## config.mk

```make
export PLATFORM = sky130hd
export DESIGN_NAME = memory_access_stage_flat
export DESIGN_NICKNAME = d
export VERILOG_FILES = /design/src/rtl/memory_access_stage_if.sv /design/src/rtl/memory_access_stage.sv /design/src/flat_wrapper.sv
export SDC_FILE = /design/constraint.sdc
export NUM_CORES = 1
export LEC_CHECK = 0
export ABC_CLOCK_PERIOD_IN_PS = 2400
export CAP_MARGIN = 10
export CORE_MARGIN = 2
export CORE_UTILIZATION = 25
export DETAILED_ROUTE_END_ITERATION = 10
export DONT_BUFFER_PORTS = 1
export PLACE_DENSITY = 0.43
export SKIP_CTS_REPAIR_TIMING = 1
export SKIP_LAST_GASP = 1
export SYNTH_ARGS = -nofsm -noshare
export SYNTH_HDL_FRONTEND = slang
export SYNTH_SLANG_ARGS = --single-unit
export TNS_END_PERCENT = 5
```

## constraint.sdc

```tcl
create_clock -name clk -period 2.4 [get_ports clk]
set_input_delay 0.36 -clock clk [delete_from_list [all_inputs] [get_ports clk]]
set_output_delay 0.36 -clock clk [all_outputs]
set_load 0.01 [all_outputs]
```

## src/rtl/memory_access_stage_if.sv

```systemverilog
// Interface bundling the MEM stage's EX/MEM input record, data-memory bus and MEM/WB record.
// Signals:
//   ex_*    EX/MEM record in, ex_ready back-pressure out
//   dmem_*  req/ack data-memory bus (stage is the bus master)
//   mw_*    registered MEM/WB record consumed by writeback
// Modports: master = the MEM stage, slave = its environment (EX, memory, WB).
interface memory_access_stage_if;
  logic        ex_valid;
  logic        ex_ready;
  logic [31:0] ex_alu_result;
  logic [31:0] ex_store_data;
  logic [4:0]  ex_rd_addr;
  logic        ex_reg_write;
  logic        ex_mem_read;
  logic        ex_mem_write;
  logic [2:0]  ex_funct3;

  logic        dmem_req;
  logic        dmem_we;
  logic [31:0] dmem_addr;
  logic [3:0]  dmem_be;
  logic [31:0] dmem_wdata;
  logic        dmem_ack;
  logic [31:0] dmem_rdata;

  logic        mw_valid;
  logic [31:0] mw_address;
  logic [31:0] mw_LMD;
  logic        mw_mem_to_reg;
  logic [4:0]  mw_rd_addr;
  logic        mw_reg_write;
  logic        mw_misalign;
  logic        mw_bus_err;

  modport master (
    input  ex_valid, ex_alu_result, ex_store_data, ex_rd_addr, ex_reg_write,
    input  ex_mem_read, ex_mem_write, ex_funct3,
    output ex_ready,
    output dmem_req, dmem_we, dmem_addr, dmem_be, dmem_wdata,
    input  dmem_ack, dmem_rdata,
    output mw_valid, mw_address, mw_LMD, mw_mem_to_reg, mw_rd_addr, mw_reg_write,
    output mw_misalign, mw_bus_err
  );

  modport slave (
    output ex_valid, ex_alu_result, ex_store_data, ex_rd_addr, ex_reg_write,
    output ex_mem_read, ex_mem_write, ex_funct3,
    input  ex_ready,
    input  dmem_req, dmem_we, dmem_addr, dmem_be, dmem_wdata,
    output dmem_ack, dmem_rdata,
    input  mw_valid, mw_address, mw_LMD, mw_mem_to_reg, mw_rd_addr, mw_reg_write,
    input  mw_misalign, mw_bus_err
  );
endinterface

```

## src/rtl/memory_access_stage.sv

```systemverilog
// MEM stage of the 5-stage RISC-V pipeline.
// Accepts one EX/MEM record at a time, performs any load/store on the req/ack data bus,
// aligns/extends load data and emits a one-cycle registered MEM/WB record.
// Ports:
//   clk  clock (posedge)
//   rst  synchronous active-high reset
//   bus  memory_access_stage_if.master: ex_* in / ex_ready out, dmem_* bus, mw_* record out
module memory_access_stage #(
  parameter int unsigned XLEN        = 32,
  parameter int unsigned MEM_TIMEOUT = 16
) (
  input  logic                  clk,
  input  logic                  rst,
  memory_access_stage_if.master bus
);

  localparam int unsigned TimerW = (MEM_TIMEOUT > 2) ? $clog2(MEM_TIMEOUT) : 1;
  localparam logic [TimerW-1:0] TimerMax = TimerW'(MEM_TIMEOUT - 1);

  typedef enum logic [0:0] {StIdle, StAccess} state_e;

  // funct3[1:0]: 00 byte, 01 half, 1x word; funct3[2] selects zero-extension.
  function automatic logic is_misaligned(input logic [2:0] f3, input logic [1:0] lo);
    case (f3[1:0])
      2'b00:   return 1'b0;
      2'b01:   return lo[0];
      default: return lo != 2'b00;
    endcase
  endfunction

  function automatic logic [3:0] store_be(input logic [2:0] f3, input logic [1:0] lo);
    case (f3[1:0])
      2'b00:   return 4'b0001 << lo;
      2'b01:   return 4'b0011 << {lo[1], 1'b0};
      default: return 4'hF;
    endcase
  endfunction

  function automatic logic [XLEN-1:0] store_wdata(input logic [2:0] f3, input logic [XLEN-1:0] d);
    case (f3[1:0])
      2'b00:   return {4{d[7:0]}};
      2'b01:   return {2{d[15:0]}};
      default: return d;
    endcase
  endfunction

  function automatic logic [XLEN-1:0] load_extend(input logic [2:0] f3, input logic [1:0] lo,
                                                  input logic [XLEN-1:0] rdata);
    logic [7:0]  b;
    logic [15:0] h;
    b = rdata[{lo, 3'b000} +: 8];
    h = rdata[{lo[1], 4'b0000} +: 16];
    case (f3[1:0])
      2'b00:   return f3[2] ? {{(XLEN-8){1'b0}}, b} : {{(XLEN-8){b[7]}}, b};
      2'b01:   return f3[2] ? {{(XLEN-16){1'b0}}, h} : {{(XLEN-16){h[15]}}, h};
      default: return rdata;
    endcase
  endfunction

  state_e            state_q;
  logic              ready_q;
  logic [TimerW-1:0] timer_q;
  logic              req_q, we_q;
  logic [XLEN-1:0]   addr_q, wdata_q;
  logic [3:0]        be_q;
  // Pending-access context needed when the ack returns.
  logic [2:0]        f3_q;
  logic [1:0]        lane_q;
  logic              load_q, wen_q;

  logic              mw_valid_q, mw_mem_to_reg_q, mw_reg_write_q, mw_misalign_q, mw_bus_err_q;
  logic [XLEN-1:0]   mw_address_q, mw_lmd_q;
  logic [4:0]        mw_rd_addr_q;

  logic              accept, is_mem, misalign, wen;
  logic [XLEN-1:0]   ack_lmd;

  always_comb begin
    accept   = bus.ex_valid && ready_q;
    is_mem   = bus.ex_mem_read || bus.ex_mem_write;
    misalign = is_mem && is_misaligned(bus.ex_funct3, bus.ex_alu_result[1:0]);
    // Stores never write the register file; x0 is never written.
    wen      = bus.ex_reg_write && (bus.ex_rd_addr != 5'd0) && !bus.ex_mem_write;
    ack_lmd  = load_extend(f3_q, lane_q, bus.dmem_rdata);
  end

  always_ff @(posedge clk) begin
    if (rst) begin
      state_q         <= StIdle;
      ready_q         <= 1'b0;
      timer_q         <= '0;
      req_q           <= 1'b0;
      we_q            <= 1'b0;
      addr_q          <= '0;
      wdata_q         <= '0;
      be_q            <= '0;
      f3_q            <= '0;
      lane_q          <= '0;
      load_q          <= 1'b0;
      wen_q           <= 1'b0;
      mw_valid_q      <= 1'b0;
      mw_address_q    <= '0;
      mw_lmd_q        <= '0;
      mw_mem_to_reg_q <= 1'b0;
      mw_rd_addr_q    <= '0;
      mw_reg_write_q  <= 1'b0;
      mw_misalign_q   <= 1'b0;
      mw_bus_err_q    <= 1'b0;
    end else begin
      mw_valid_q <= 1'b0;
      unique case (state_q)
        StIdle: begin
          ready_q <= 1'b1;
          if (accept) begin
            mw_address_q <= bus.ex_alu_result;
            mw_rd_addr_q <= bus.ex_rd_addr;
            if (!is_mem || misalign) begin
              // Completes without touching the bus.
              mw_valid_q      <= 1'b1;
              mw_lmd_q        <= '0;
              mw_mem_to_reg_q <= bus.ex_mem_read && !misalign;
              mw_reg_write_q  <= wen && !misalign;
              mw_misalign_q   <= misalign;
              mw_bus_err_q    <= 1'b0;
            end else begin
              state_q <= StAccess;
              ready_q <= 1'b0;
              timer_q <= '0;
              req_q   <= 1'b1;
              we_q    <= bus.ex_mem_write;
              addr_q  <= {bus.ex_alu_result[XLEN-1:2], 2'b00};
              be_q    <= store_be(bus.ex_funct3, bus.ex_alu_result[1:0]);
              wdata_q <= bus.ex_mem_write ? store_wdata(bus.ex_funct3, bus.ex_store_data) : '0;
              f3_q    <= bus.ex_funct3;
              lane_q  <= bus.ex_alu_result[1:0];
              load_q  <= bus.ex_mem_read;
              wen_q   <= wen;
            end
          end
        end
        StAccess: begin
          // Ack has priority over a timeout in the same cycle.
          if (bus.dmem_ack) begin
            state_q         <= StIdle;
            ready_q         <= 1'b1;
            req_q           <= 1'b0;
            mw_valid_q      <= 1'b1;
            mw_lmd_q        <= load_q ? ack_lmd : '0;
            mw_mem_to_reg_q <= load_q;
            mw_reg_write_q  <= wen_q;
            mw_misalign_q   <= 1'b0;
            mw_bus_err_q    <= 1'b0;
          end else if (timer_q == TimerMax) begin
            state_q         <= StIdle;
            ready_q         <= 1'b1;
            req_q           <= 1'b0;
            mw_valid_q      <= 1'b1;
            mw_lmd_q        <= '0;
            mw_mem_to_reg_q <= load_q;
            mw_reg_write_q  <= 1'b0;
            mw_misalign_q   <= 1'b0;
            mw_bus_err_q    <= 1'b1;
          end else begin
            timer_q <= timer_q + 1'b1;
          end
        end
        default: state_q <= StIdle;
      endcase
    end
  end

  assign bus.ex_ready      = ready_q;
  assign bus.dmem_req      = req_q;
  assign bus.dmem_we       = we_q;
  assign bus.dmem_addr     = addr_q;
  assign bus.dmem_be       = be_q;
  assign bus.dmem_wdata    = wdata_q;
  assign bus.mw_valid      = mw_valid_q;
  assign bus.mw_address    = mw_address_q;
  assign bus.mw_LMD        = mw_lmd_q;
  assign bus.mw_mem_to_reg = mw_mem_to_reg_q;
  assign bus.mw_rd_addr    = mw_rd_addr_q;
  assign bus.mw_reg_write  = mw_reg_write_q;
  assign bus.mw_misalign   = mw_misalign_q;
  assign bus.mw_bus_err    = mw_bus_err_q;

endmodule

```

## src/flat_wrapper.sv

```systemverilog
// flat-port wrapper written by rule: the top's interface ports become plain ports
module memory_access_stage_flat 
#(
  parameter int unsigned XLEN        = 32,
  parameter int unsigned MEM_TIMEOUT = 16
)
  (clk, rst, bus_ex_valid, bus_ex_alu_result, bus_ex_store_data, bus_ex_rd_addr, bus_ex_reg_write, bus_ex_mem_read, bus_ex_mem_write, bus_ex_funct3, bus_ex_ready, bus_dmem_req, bus_dmem_we, bus_dmem_addr, bus_dmem_be, bus_dmem_wdata, bus_dmem_ack, bus_dmem_rdata, bus_mw_valid, bus_mw_address, bus_mw_LMD, bus_mw_mem_to_reg, bus_mw_rd_addr, bus_mw_reg_write, bus_mw_misalign, bus_mw_bus_err);
  memory_access_stage_if bus_i ();
  input  logic clk;
  input  logic rst;
  input wire logic [$bits(bus_i.ex_valid)-1:0] bus_ex_valid;
  input wire logic [$bits(bus_i.ex_alu_result)-1:0] bus_ex_alu_result;
  input wire logic [$bits(bus_i.ex_store_data)-1:0] bus_ex_store_data;
  input wire logic [$bits(bus_i.ex_rd_addr)-1:0] bus_ex_rd_addr;
  input wire logic [$bits(bus_i.ex_reg_write)-1:0] bus_ex_reg_write;
  input wire logic [$bits(bus_i.ex_mem_read)-1:0] bus_ex_mem_read;
  input wire logic [$bits(bus_i.ex_mem_write)-1:0] bus_ex_mem_write;
  input wire logic [$bits(bus_i.ex_funct3)-1:0] bus_ex_funct3;
  output wire logic [$bits(bus_i.ex_ready)-1:0] bus_ex_ready;
  output wire logic [$bits(bus_i.dmem_req)-1:0] bus_dmem_req;
  output wire logic [$bits(bus_i.dmem_we)-1:0] bus_dmem_we;
  output wire logic [$bits(bus_i.dmem_addr)-1:0] bus_dmem_addr;
  output wire logic [$bits(bus_i.dmem_be)-1:0] bus_dmem_be;
  output wire logic [$bits(bus_i.dmem_wdata)-1:0] bus_dmem_wdata;
  input wire logic [$bits(bus_i.dmem_ack)-1:0] bus_dmem_ack;
  input wire logic [$bits(bus_i.dmem_rdata)-1:0] bus_dmem_rdata;
  output wire logic [$bits(bus_i.mw_valid)-1:0] bus_mw_valid;
  output wire logic [$bits(bus_i.mw_address)-1:0] bus_mw_address;
  output wire logic [$bits(bus_i.mw_LMD)-1:0] bus_mw_LMD;
  output wire logic [$bits(bus_i.mw_mem_to_reg)-1:0] bus_mw_mem_to_reg;
  output wire logic [$bits(bus_i.mw_rd_addr)-1:0] bus_mw_rd_addr;
  output wire logic [$bits(bus_i.mw_reg_write)-1:0] bus_mw_reg_write;
  output wire logic [$bits(bus_i.mw_misalign)-1:0] bus_mw_misalign;
  output wire logic [$bits(bus_i.mw_bus_err)-1:0] bus_mw_bus_err;
  assign bus_i.ex_valid = bus_ex_valid;
  assign bus_i.ex_alu_result = bus_ex_alu_result;
  assign bus_i.ex_store_data = bus_ex_store_data;
  assign bus_i.ex_rd_addr = bus_ex_rd_addr;
  assign bus_i.ex_reg_write = bus_ex_reg_write;
  assign bus_i.ex_mem_read = bus_ex_mem_read;
  assign bus_i.ex_mem_write = bus_ex_mem_write;
  assign bus_i.ex_funct3 = bus_ex_funct3;
  assign bus_ex_ready = bus_i.ex_ready;
  assign bus_dmem_req = bus_i.dmem_req;
  assign bus_dmem_we = bus_i.dmem_we;
  assign bus_dmem_addr = bus_i.dmem_addr;
  assign bus_dmem_be = bus_i.dmem_be;
  assign bus_dmem_wdata = bus_i.dmem_wdata;
  assign bus_i.dmem_ack = bus_dmem_ack;
  assign bus_i.dmem_rdata = bus_dmem_rdata;
  assign bus_mw_valid = bus_i.mw_valid;
  assign bus_mw_address = bus_i.mw_address;
  assign bus_mw_LMD = bus_i.mw_LMD;
  assign bus_mw_mem_to_reg = bus_i.mw_mem_to_reg;
  assign bus_mw_rd_addr = bus_i.mw_rd_addr;
  assign bus_mw_reg_write = bus_i.mw_reg_write;
  assign bus_mw_misalign = bus_i.mw_misalign;
  assign bus_mw_bus_err = bus_i.mw_bus_err;
  memory_access_stage #(.XLEN(XLEN), .MEM_TIMEOUT(MEM_TIMEOUT)) u_core (.clk(clk), .rst(rst), .bus(bus_i));
endmodule
```

**Word level (Yosys, flattened, before mapping)**

Index checks and enable logic that the tools add are counted.

- Add/subtract/negate cells: 1
- Equal/unequal tests: 9
- Shift operators: 4
- Mux-type cells: 53
- Bitwise operators: 2
- Reduce and logical (&&, ||, !) cells: 20

Operator list:

| operator | count |
|---|---|
| $mux 32 | 8 |
| $pmux 32 s2 | 3 |
| $shiftx 32x6->16 | 1 |
| $shiftx 32x6->8 | 1 |
| $mux 1 | 27 |
| $pmux 1 s2 | 9 |
| $mux 4 | 4 |
| $pmux 4 s2 | 2 |
| $reduce_and 3->1 | 3 |
| $logic_and 1x1->1 | 6 |
| $ne 2x2->1 const B | 3 |
| $reduce_bool 5->1 | 1 |
| $add 4x1->4 const B | 1 |
| $eq 2x1->1 const B | 2 |
| $eq 4x4->1 const B | 1 |
| $logic_not 2->1 | 2 |
| $ne 2x1->1 const B | 2 |
| $reduce_and 4->1 | 1 |
| $shl 1x2->4 const A | 1 |
| $shl 2x2->4 const A | 1 |
| $logic_not 1->1 | 3 |
| $ne 3x3->1 const B | 1 |
| $logic_or 1x1->1 | 2 |
| $not 1->1 | 2 |
| 2 further kinds | 2 |

- Register bits: 155
- Input bits: 111
- Output and inout bits: 145

**Longest topological paths before layout**

Gate-level depths: netlist (run 1).

- Word-level depth: 8
- Depth in mapped cells: 8
- Gate-level depth less buffers: 6

**Worst setup path after synthesis (run 1)**

Ideal clock, no wire load.

- Path kind: input -> register
- Start: input port bus_ex_alu_result[0]
- End: register u_core.be_q[3] (netlist: u_core.bus.dmem_be[3])
- Library setup time: 132 ps
- Data arrival time: 1602 ps
- Required time: 2268 ps
- Setup slack: 666 ps
- Cell stages on the path: 6
- Path buffers: 2
- Cells stage by stage: o21a_1 -> or4_1 -> buf_2 -> buf_2 -> nor3_1 -> nor3_1

- Cells in the longest elaborated chain, start to end: 6
- Elaborated cells on any way between the ends: 8
- Classes of those cells: 1 x shift; 2 x mux; 1 x bitwise; 4 x reduce/logical

RTL lines:

| item | line | RTL |
|---|---|---|
| start, declared | flat_wrapper.sv:12 | `input wire logic [$bits(bus_i.ex_alu_result)-1:0] bus_ex_alu_result;` |
| $reduce_bool 2->1 | memory_access_stage.sv:27 | `default: return lo != 2'b00;` |
| $pmux 1 s2 | memory_access_stage.sv:24 | `case (f3[1:0])` |
| $logic_and 1x1->1 | memory_access_stage.sv:81 | `misalign = is_mem && is_misaligned(bus.ex_funct3, bus.ex_alu_result[1:0]);` |
| $logic_or 1x1->1 | memory_access_stage.sv:117 | `if (!is_mem \|\| misalign) begin` |
| $not 1->1 (no line) | - |  |
| $reduce_and 3->1 (no line) | - |  |
| end signal, assigned | memory_access_stage.sv:132 | `be_q <= store_be(bus.ex_funct3, bus.ex_alu_result[1:0]);` |
| end, declared | memory_access_stage.sv:65 | `logic [3:0] be_q;` |

Several ways; a longest one is shown, not always the timed one.
A chain may end at the register's enable or synchronous reset.

**Worst setup path in the final report (run 1)**

- Start: register u_core.timer_q[0]
- End: register u_core.mw_lmd_q[21] (netlist: u_core.bus.mw_LMD[21])

- Cells in the longest elaborated chain, start to end: 3

RTL lines:

| item | line | RTL |
|---|---|---|
| start, declared | memory_access_stage.sv:62 | `logic [TimerW-1:0] timer_q;` |
| start signal, assigned | memory_access_stage.sv:164 | `timer_q <= timer_q + 1'b1;` |
| $eq 4x4->1 | memory_access_stage.sv:153 | `end else if (timer_q == TimerMax) begin` |
| $ne 3x3->1 (no line) | - |  |
| $reduce_and 3->1 (no line) | - |  |
| end signal, assigned | memory_access_stage.sv:148 | `mw_lmd_q <= load_q ? ack_lmd : '0;` |
| end, declared | memory_access_stage.sv:72 | `logic [XLEN-1:0] mw_address_q, mw_lmd_q;` |

Every way passes these cells.

==> metrics.md, run 1 <==
| Metric | Value |
|---|---|
| Number of CTS-inserted buffers | 17 |
| Gpl congestion | 0.726 |
| Largest family of logic cells by synthesized area | compound AO/OA/AOI/OAI gates |
| Static Leak | ~2.6 nW |
| Via count | 4886 |
| Met3 wire len | roughly 1.6 mm |
| Clk slew on worst S/H paths | 0.06 ns |
| CP Launch Type | flip-flop |
| Worst hold path type | in2reg |
| Drt first-iter violations | roughly 330 |
| Place WS | 0.151 ns |
| Area growth, synth to finish | 16.7% |
| Met2 routed WL | roughly 9.2 mm |
| Gr usage total | between 10 and 15% |
| R2r setup slk | around 0.24 ns |
| Nets | 804 |
| Worst IR drop on VDD | 0.318 mV |
| Hold path depth | 1 |
| Share of power burned in registers | 44.8% |
| Die width | 159 um |
| H-tree depth | 4 |
| Total gr overflow | 0 |
| Final core occ | 29.9% |
| Finished Layout Cells | 1024 |
| Residual DRC count | 0 |
| Slew @ Worst Pin | 1.15 ns |
| Yosys warnings | 0 |
| Final Setup Violations | 0 |
| Slew margin rel. | 23.1% |
| Post-synth design cell area | between 0.006 and 0.007 mm^2 |
| Primary FF master, synth | dfxtp_1 |
| Max-slew violation count | 0 |
| Routed met1 length | 8.16 mm |
| Sw frac | 23.3% |
| Clock buffer depth | 2 |
| Reg2reg start | u_core.timer_q[0] |
| # rows | between 50 and 60 |
| Final Hold Vio Count | 0 |
| Post-Synth Adder-Cell Area | less than 1% |
| Ys async rst share | 0% |
| Initial antenna violation count | 1 |
| Total wire length | 19.4 mm |
| Fin crit period | ~2.2 ns |
| Average wire per standard cell | 18.9 um |
| Post-synthesis cell count | roughly 700 |
| Maxcap violations | 0 |
| Reg2Reg Capture Point | u_core.bus.mw_LMD[21] |
| Tot Pwr | roughly 6 mW |
| Post-DP HPWL | approximately 13 mm |
| Worst setup endpoint | u_core.bus.mw_LMD[21] |
| Crit path launch | u_core.timer_q[0] |
| Final Skew | 0.0126 ns |
| TritonCTS clock tree | yes |
| Setup TNS | 0 ns |
| Outcome | finished clean |
| R2R depth | 5 |
| Post-synthesis compound-gate area fraction | 20.0% |
| Fill cells | 2534 |
| Register area share after synthesis | 51.5% |
| DRT antenna net count | 0 |
| Synth Area in Simple Gates | 18.8% |
| Min Hold Slack | 0.0593 ns |
| Vias/cell | 4.77 |
| Share of cells above drive strength 1 | 8.37% |
| Die Span Y | 159 um |
| Placed Area | 0.00635 mm^2 |
| Syn avg cell area | 8.56 um^2 |
| Post-route cell area | 0.00703 mm^2 |
| Clock Sinks | 155 |
| Cell Int Power | 4.69 mW |
| First-pass GRT wire length | 29.5 mm |
| Synth cell types | 49 |
| Register bit total from synthesis | about 160 |
| Count of flip-flops with a built-in enable after synthesis | 0 |
| Top Ports | 256 |
| Dpl cells | 990 |
| Pre-antenna DRT Iters | 6 |
| Vias in the first global route | 4712 |
| PortBufs | 0 |
| Core area | 0.0235 mm^2 |
| Crit end category | flip-flop |
| Diodes inserted | 0 |
| CP Class | reg2reg |
| DIE AREA | ~0.025 mm^2 |
| Power per cell area | approximately 870 mW/mm^2 |
| Fin worst setup slack | 0.240 ns |
| Part of the power in combinational logic | 5.2% |
| Worst EP arrival | 2.52 ns |
| Highest Signal Layer | met4 |
| Largest net degree at the start of global routing | 100 |
| Unrepaired setup endpoints after global routing | false |
| Fmax | 463 MHz |
| Clk_lat worst skew | approximately 0.42 ns |
| Final Cycle Share | 90.0% |
| Hold_sp | bus_dmem_ack |
| Highest net fanout along the worst path | 28 |
| NetSw | 1.42 mW |
| Synth Area in XOR/XNOR | 0.436% |
| Multiplexer area fraction after synthesis | around 4.3% |
| Worst Path Required | 2.76 ns |
| Effective utilization at floorplan | 25.6% |
| Clock power frac | between 50% and 60% |
| Root buf cell | clkbuf_16 |
## Yosys cell counts, types with 2 or more instances
cell type  number  area [um^2]
or4_1           2         15.0
a211oi_1        5         37.5
a222oi_1        7         70.1
nor3b_1         3         22.5
a221o_1        16          160
and2_1          2         12.5
o21ai_0        25          125
clkbuf_1       30          113
dfxtp_1       155         3100
o21ai_1        12         60.1
a21oi_1        86          430
a21o_1          8         60.1
inv_1          11         41.3
nand3_1         2         10.0
xor2_1          2         17.5
buf_4           4         30.0
nor2_1         33          124
nor2b_1         3         18.8
buf_1           6         22.5
mux2i_1        26          260
nor3_1         13         65.1
a2bb2oi_1       4         35.0
a22o_1          8         70.1
nand2b_1        4         25.0
a221oi_1        9         78.8
buf_2          11         55.1
or2_1           2         12.5
nand2_1       192          721
buf_6           2         22.5
a22oi_1         2         15.0
## worst min-delay path by stage
stage                                 end  slack (ns)
floorplan                    u_core.wen_q        0.45
global placement      u_core.bus.mw_valid        0.44
detailed placement   u_core.bus.mw_LMD[5]        0.45
CTS                   u_core.bus.mw_valid      -0.004
global route             u_core.lane_q[1]       0.003
finish              u_core.bus.mw_bus_err        0.06
## cell families (layout without fill, tap and decap cells)
group | count (synthesis) | in the layout
other | 1 | 2
AND/OR/NAND/NOR | 265 | 265
multiplexers | 26 | 26
buffers and inverters | 64 | 64
flip-flops | 155 | 155
adder cells (fa/ha/maj) | 1 | 1
AO/OA/AOI/OAI | 189 | 189
XOR/XNOR | 3 | 3
## worst max-delay path, stage by stage, from the launching register on
cell and delay (ns):
dfxtp_1 0.33, ha_1 0.21, a31oi_1 0.28, nor2b_1 0.15, nor3_4 0.82, a221o_1 0.29
## layout make-up
type	count	area, um^2	share of cell area [%]
repair buffers	21	175	2.49
well taps	319	399	5.68
clock inverters	12	210	2.99
clock buffers	20	457	6.49
inverters	11	41.3	0.587
flip-flops and latches	155	3100	44.1
multi-input cells	486	2650	37.6
## cells in the final DEF, fill, tap and decap left out, types with 5 or more instances in the layout
| cell type | count |
|---|---|
| nand2_1 | 192 |
| dfxtp_1 | 155 |
| a21oi_1 | 86 |
| nor2_1 | 32 |
| mux2i_1 | 26 |
| o21ai_0 | 25 |
| buf_4 | 18 |
| clkbuf_16 | 17 |
| a221o_1 | 16 |
| nor3_1 | 13 |
| o21ai_1 | 12 |
| inv_1 | 11 |
| a221oi_1 | 9 |
| a22o_1 | 8 |
| a21o_1 | 8 |
| a222oi_1 | 7 |
| a211oi_1 | 5 |
| bufinv_16 | 5 |
## per-layer routing
layer  up-vias  track usage (%)
met2       184             23.7
li1       2400                -
met3        19             6.17
met1      2283             18.4
met5         -                0
met4         0             5.33
## power by group through the flow
stage | Combinational, mW | Sequential (mW) | Clock (mW)
after floorplan | 0.283 | 2.77 | 0
after global routing | 0.365 | 2.75 | 3.25
after CTS | 0.323 | 2.74 | 3.15
final | 0.320 | 2.74 | 3.06
after detailed placement | 0.322 | 2.80 | 0
after global placement | 0.321 | 2.80 | 0
Power figures use the tool's default switching activity.
==> run 2, diff against run 1 <==
--- a/config.mk
+++ b/config.mk
@@ -9,6 +9,7 @@
 export CAP_MARGIN = 10
 export CORE_MARGIN = 2
 export CORE_UTILIZATION = 25
+export CTS_CLUSTER_SIZE = 28
 export DETAILED_ROUTE_END_ITERATION = 10
 export DONT_BUFFER_PORTS = 1
 export PLACE_DENSITY = 0.43
==> results of run 2 <==
Final layout, timing and power as in run 1 (identical DEF).
